### config.mk
export PLATFORM = sky130hd
export DESIGN_NAME = irsensor_scan_controller
export DESIGN_NICKNAME = d
export VERILOG_FILES = /design/src/rtl/irsensor_pkg.sv /design/src/rtl/irsensor_edge_counter.sv /design/src/rtl/irsensor_scan_controller.sv
export SDC_FILE = /design/constraint.sdc
export NUM_CORES = 1
export LEC_CHECK = 0
export ABC_AREA = 0
export ABC_CLOCK_PERIOD_IN_PS = 3100
export CORE_ASPECT_RATIO = 1.1
export CORE_UTILIZATION = 40
export CTS_CLUSTER_SIZE = 16
export DETAILED_ROUTE_END_ITERATION = 16
export GPL_ROUTABILITY_DRIVEN = 0
export PLACE_DENSITY_LB_ADDON = 0.12
export SLEW_MARGIN = 0
export SYNTH_ARGS = -nofsm -noshare
export SYNTH_HDL_FRONTEND = slang
export SYNTH_SLANG_ARGS = --single-unit
### constraint.sdc
create_clock -name clock -period 3.1 [get_ports clock]
set_clock_uncertainty 0.2 [all_clocks]
set_input_delay 0.93 -clock clock [delete_from_list [all_inputs] [get_ports clock]]
set_output_delay 0.93 -clock clock [all_outputs]
set_load 0.02 [all_outputs]
### src/rtl/irsensor_pkg.sv
// Shared encodings and widths for the IR reflectance sensor scanner.
// Pure declarations: no logic, no latency, no flow control.
package irsensor_pkg;

    localparam int DECAY_W         = 16;
    localparam int COUNT_W         = 8;
    localparam int DEFAULT_TIMEOUT = 32768;

    typedef enum logic [2:0] {
        IDLE,
        CHARGE,
        MEASURE,
        STORE,
        NEXT
    } scan_state_t;

endpackage

### src/rtl/irsensor_edge_counter.sv
// Per-sensor black/white state plus white-to-black transition counter.
// Updates one cycle after update/clear; clear beats a simultaneous increment; never stalls.
module irsensor_edge_counter
    import irsensor_pkg::*;
(
    input  logic               clock,
    input  logic               reset,
    input  logic               update,
    input  logic               new_black,
    input  logic               clear,
    output logic               black,
    output logic [COUNT_W-1:0] count
);

    always_ff @(posedge clock or negedge reset) begin
        if (!reset) begin
            black <= 1'b0;
            count <= '0;
        end else begin
            if (update) begin
                black <= new_black;
            end
            if (clear) begin
                count <= '0;
            end else if (update && new_black && !black) begin
                count <= count + 1'b1;
            end
        end
    end

endmodule

### src/rtl/irsensor_scan_controller.sv
// Round-robin RC-decay scanner: charges, times and classifies one sensor at a time.
// Per-sensor period is CHARGE_CYCLES+decay+3 cycles; no backpressure, enable only gates the next sensor.
module irsensor_scan_controller
    import irsensor_pkg::*;
#(
    parameter int NUM_SENSORS   = 4,
    parameter int TIMEOUT       = DEFAULT_TIMEOUT,
    parameter int CHARGE_CYCLES = 500,
    parameter int THRESHOLD     = 2048,
    parameter int IDX_W         = 2
) (
    input  logic                   clock,
    input  logic                   reset,
    input  logic                   enable,
    input  logic                   clear_counts,
    input  logic [NUM_SENSORS-1:0] sensor_in,
    output logic [NUM_SENSORS-1:0] sensor_drive,
    output logic [NUM_SENSORS-1:0] sensor_oe,
    input  logic [IDX_W-1:0]       rd_sel,
    output logic [DECAY_W-1:0]     rd_decay,
    output logic [COUNT_W-1:0]     rd_count,
    output logic [NUM_SENSORS-1:0] black_mask,
    output logic                   scan_done,
    output logic                   busy
);

    localparam int                    CHG_W       = $clog2(CHARGE_CYCLES + 1);
    localparam logic [CHG_W-1:0]      CHARGE_LAST = CHG_W'(CHARGE_CYCLES - 1);
    localparam logic [DECAY_W:0]      TIMEOUT_V   = (DECAY_W + 1)'(TIMEOUT);
    localparam logic [DECAY_W:0]      THRESH_V    = (DECAY_W + 1)'(THRESHOLD);
    localparam logic [IDX_W-1:0]      LAST_IDX    = IDX_W'(NUM_SENSORS - 1);
    localparam logic [NUM_SENSORS-1:0] ONE_HOT0   = NUM_SENSORS'(1);

    scan_state_t          state, state_nxt;
    logic [IDX_W-1:0]     idx;
    logic [CHG_W-1:0]     charge_cnt;
    logic [DECAY_W-1:0]   decay_cnt;
    logic [DECAY_W:0]     decay_inc;
    logic                 store_en;
    logic                 new_black;
    logic [NUM_SENSORS-1:0] drive_mask;
    logic [DECAY_W-1:0]   decay_reg [NUM_SENSORS];
    logic [COUNT_W-1:0]   count_arr [NUM_SENSORS];

    assign decay_inc    = {1'b0, decay_cnt} + 1'b1;
    assign new_black    = {1'b0, decay_cnt} >= THRESH_V;
    assign sensor_drive = drive_mask;
    assign sensor_oe    = drive_mask;

    always_ff @(posedge clock or negedge reset) begin
        if (!reset) begin
            state <= IDLE;
        end else begin
            state <= state_nxt;
        end
    end

    always_comb begin
        state_nxt  = state;
        store_en   = 1'b0;
        scan_done  = 1'b0;
        drive_mask = '0;
        busy       = (state != IDLE);
        case (state)
            IDLE: begin
                if (enable) state_nxt = CHARGE;
            end
            CHARGE: begin
                drive_mask = ONE_HOT0 << idx;
                if (charge_cnt == CHARGE_LAST) state_nxt = MEASURE;
            end
            MEASURE: begin
                // a low node freezes the count; a still-charged node saturates at TIMEOUT
                if (!sensor_in[idx] || decay_inc >= TIMEOUT_V) state_nxt = STORE;
            end
            STORE: begin
                store_en  = 1'b1;
                state_nxt = NEXT;
            end
            NEXT: begin
                scan_done = (idx == LAST_IDX);
                state_nxt = enable ? CHARGE : IDLE;
            end
            default: state_nxt = IDLE;
        endcase
    end

    always_ff @(posedge clock or negedge reset) begin
        if (!reset) begin
            idx        <= '0;
            charge_cnt <= '0;
            decay_cnt  <= '0;
        end else begin
            case (state)
                CHARGE: begin
                    if (charge_cnt == CHARGE_LAST) begin
                        charge_cnt <= '0;
                        decay_cnt  <= '0;
                    end else begin
                        charge_cnt <= charge_cnt + 1'b1;
                    end
                end
                MEASURE: begin
                    if (sensor_in[idx]) decay_cnt <= decay_inc[DECAY_W-1:0];
                end
                NEXT: begin
                    idx <= (idx == LAST_IDX) ? '0 : idx + 1'b1;
                end
                default: charge_cnt <= '0;
            endcase
        end
    end

    always_ff @(posedge clock or negedge reset) begin
        if (!reset) begin
            for (int i = 0; i < NUM_SENSORS; i++) decay_reg[i] <= '0;
        end else if (store_en) begin
            decay_reg[idx] <= decay_cnt;
        end
    end

    for (genvar g = 0; g < NUM_SENSORS; g++) begin : g_cnt
        irsensor_edge_counter u_cnt (
            .clock     (clock),
            .reset     (reset),
            .update    (store_en && (idx == IDX_W'(g))),
            .new_black (new_black),
            .clear     (clear_counts),
            .black     (black_mask[g]),
            .count     (count_arr[g])
        );
    end

    always_comb begin
        rd_decay = '0;
        rd_count = '0;
        if (32'(rd_sel) < NUM_SENSORS) begin
            rd_decay = decay_reg[rd_sel];
            rd_count = count_arr[rd_sel];
        end
    end

endmodule

==> out/results.txt <==
The run finished with clean final reports. The tools report the worst-skew pair later-pin latency as 420 ps. The register bit total from synthesis is 130. The remaining antenna violation count came out at 0. The count of buffers added on input and output ports is 47. The total global routing overflow is 0, and the critical-path maximum fanout is 10.

The static power due to leakage was 3.59 nW. Across all hold checks on the routed design, the worst slack comes to 271 ps. The final worst-path cycle share is 97.8%, and the height of the die is 137 um.

The register with the most flip-flops in the layout has 64 of them. The H-tree generated during clock tree synthesis spans 4 levels. The analysis attributes to net switching a power of 0.000801 W. The horizontal die dimension is 125 um. The sequential cell fraction of total power came out at 44.4%. Number of warnings issued by yosys: 0.

The total track usage came out at 20.4%. When the netlist entered floorplanning its net count stood at 674. The first global-routing pass estimated 26.7 mm of wire.

The number of buffers and inverters on the critical path is 3. For the endpoint required time on the critical path, the log shows 1970 ps. In this run the worst hold path is classified as reg -> reg. Prior to clock tree synthesis, the placed netlist has a worst setup slack of -563 ps. For this run, the leading register cell type out of synthesis is sky130_fd_sc_hd__dfrtp_1. In this run the core area contains 49 standard-cell rows.

Die outline area: 0.0172 mm^2. The signal on the critical path passes through buf_6 -> buf_12 -> mux4_2 -> buf_2. Entering global routing, the biggest net connects 49 pins. Summing over every cut layer, the via total after detailed routing is 5009. The area growth from synthesis to layout is 19.1%.

Synthesis produced 653 cells. The tools report the final worst-path setup slack as 69.7 ps. The repair_antennas step left the layout with diodes totalling 0.

Each instance of the synthesized netlist takes up on average 10.2 um^2. The category of the worst setup path capture point is an output pin. Setup repair after global routing left no endpoint under its margin.

The cell family contributing the most delay on the critical path is multiplexers. TritonCTS built the clock tree. The clock-pin slew of the registers on the worst-case setup and hold paths is 50 ps. In this run the standard cell core region covers 0.0163 mm^2. Leaving out fill and tap cells, the most frequent cell in the layout is sky130_fd_sc_hd__dfrtp_1. In the routed design, unresolved DRC markers number 0. The sink count of the clock tree is 130, and the maximum clock frequency is 330 MHz. The run gives 0 as the initial antenna violation count.

The logs give 52.7% for the clock network fraction of design power and 713 for the net total in the final layout. The internal power of the cells totals 0.00303 W. On the worst path, the slowest cell contributes a delay of 510 ps. The number of global-route vias before repair is 4835, and the fraction of synthesis flops using an asynchronous set or reset pin is 100%. For this design the ratio of total power to cell area is 482 mW/mm^2. STA puts the critical path data arrival time at 1900 ps. Counting I/O delays and the setup requirement, the final critical path takes 3030 ps. The share of post-route cells with drive strength above 1 is 17.8%.

The slowest cell on the critical path was sky130_fd_sc_hd__mux4_2. The transition at the pin with the smallest max-transition slack is 756 ps. Mean routed wirelength per cell: 18.0 um. The library cells used most frequently in the layout, excluding fill and tap cells, are 129 x sky130_fd_sc_hd__dfrtp_1, 123 x sky130_fd_sc_hd__nand2_1, 56 x sky130_fd_sc_hd__o21ai_0.

Before antenna repair, the detailed router went through 7 iterations. Once the floorplan was initialized, standard cells occupied 40.9% of the core. The number of hold violations in the final report was 0. The share of total power dissipated in combinational logic is 3.0%. The worst setup path is launched from a primary input. After synthesis, flip-flops and latches occupy 48.8% of the total area.

The I/O pin count was 48; the half-perimeter wire length of the detailed placement result was 11.1 mm. Using the TritonRoute via totals, the vias-per-cell ratio works out to 5.52. The worst slew margin relative to its limit is 49.6%, and the final setup violation count is 0. In this run, the number of DRC markers left after iteration 0 of detailed routing was 298. Clock tree synthesis inserted a total of 17 buffers.

The number of enable flip-flop cells after synthesis works out to 0. The logs give 0 for the final number of max-transition violations and 16.3 mm for the aggregate routed wire length. VDD sags by at most 0.378 mV. The logs give 62 for the post-synthesis cell type count and 0 for the number of maximum-capacitance constraint violations. The clock passes through at most 2 buffers. The root buffer selected by CTS was sky130_fd_sc_hd__clkbuf_16. The class of the most critical setup path was in -> out.

The mapped netlist covers 0.00667 mm^2. The proportion of total power due to net switching works out to 20.9%.
==> worst paths after layout <==
check                                    from                       to  slack (ps)  cells past startpoint
worst min register to register  decay_reg[34]            decay_reg[34]         270                      2
worst max-delay path                rd_sel[0]              rd_count[3]          70                      4
worst min-delay path            decay_reg[34]            decay_reg[34]         270                      2
worst max register to register         idx[0]  g_cnt[2].u_cnt.count[7]         560                      6
max in group asynchronous               reset                 state[0]        1720                      2
min in group asynchronous               reset            decay_reg[32]         300                      1
==> area by class of cell <==
| type | count | area (um^2) |
|---|---|---|
| multi-input cells | 454 | 3110 |
| fillers | 1515 | 8370 |
| repair buffers | 72 | 652 |
| inverters | 17 | 63.8 |
| well taps | 204 | 255 |
| flip-flops and latches | 130 | 3250 |
| clock buffers | 23 | 498 |
| clock inverters | 8 | 101 |
==> per-stage QoR <==
step                      cells  total power (W)  instance area [um^2]  util [%]  setup TNS (ps)
after floorplan             653          0.00176                  6670         -               0
after global placement      874          0.00183                  7380      45.3          -12670
after detailed placement    874          0.00183                  7380      45.3          -13110
after CTS                   908          0.00388                  7930      48.6            -453
after global routing        908          0.00394                  7940      48.7               0
final                       908          0.00383                  7940      48.7               0
==> cell usage after synthesis, drive strengths merged, types with 9 or more instances <==
master / count / share of area, %
nor2: 36 / 2.1
nand3: 18 / 1.4
o21ai: 64 / 4.8
buf: 23 / 2.0
xor2: 9 / 1.2
and2: 9 / 0.84
clkbuf: 29 / 1.7
inv: 17 / 0.96
nand2: 123 / 6.9
dfrtp: 130 / 49
mux4: 25 / 8.4
a21oi: 17 / 1.3
nand4: 11 / 1.0
mux2i: 9 / 1.4
mux2: 9 / 1.5
ha: 11 / 2.1
==> power groups by stage <==
| stage | Clock, W | Sequential, W | Combinational, W |
|---|---|---|---|
| 2_1_floorplan | 0 | 0.00173 | 0.0000355 |
| 3_3_place_gp | 0 | 0.00173 | 0.000103 |
| 3_5_place_dp | 0 | 0.00173 | 0.000105 |
| 4_1_cts | 0.00206 | 0.00170 | 0.000119 |
| 5_1_grt | 0.00212 | 0.00170 | 0.000126 |
| 6_report | 0.00202 | 0.00170 | 0.000114 |
==> kinds of logic (layout without fill, tap and decap cells) <==
group	after synthesis	in the layout	synth area share, %
adders and majority gates	11	11	2.06
and+or+nand+nor	255	255	19.0
AOI/OAI and AO/OA	128	128	12.0
muxes	43	43	11.3
DFF	130	130	48.8
xor gates and xnor gates	17	17	2.23
buffers and inverters	69	120	4.62
==> repair_timing <==
| action | CTS | global route |
|---|---|---|
| cloned | 2 | 0 |
| endpoints found under the setup margin | 33 | 10 |
| gates resized for setup | 109 | 6 |
| hold buffers | 0 | 0 |
| setup buffers | 1 | 0 |
==> layer usage <==
metal  track usage (%)  vias to the layer above  part of all wire, %
li1                  -                     2403                    -
met1              27.8                     2483                   48
met2              32.5                      102                   48
met3              4.12                       21                  3.3
met4              6.98                        0                  1.4
met5                 0                        -                    0
==> worst min-delay path, stage by stage (launching register included) <==
cell	delay, ps
sky130_fd_sc_hd__dfrtp_1	340
sky130_fd_sc_hd__nand2_1	50
sky130_fd_sc_hd__nand2_1	50
Power figures use the tool's default switching activity.
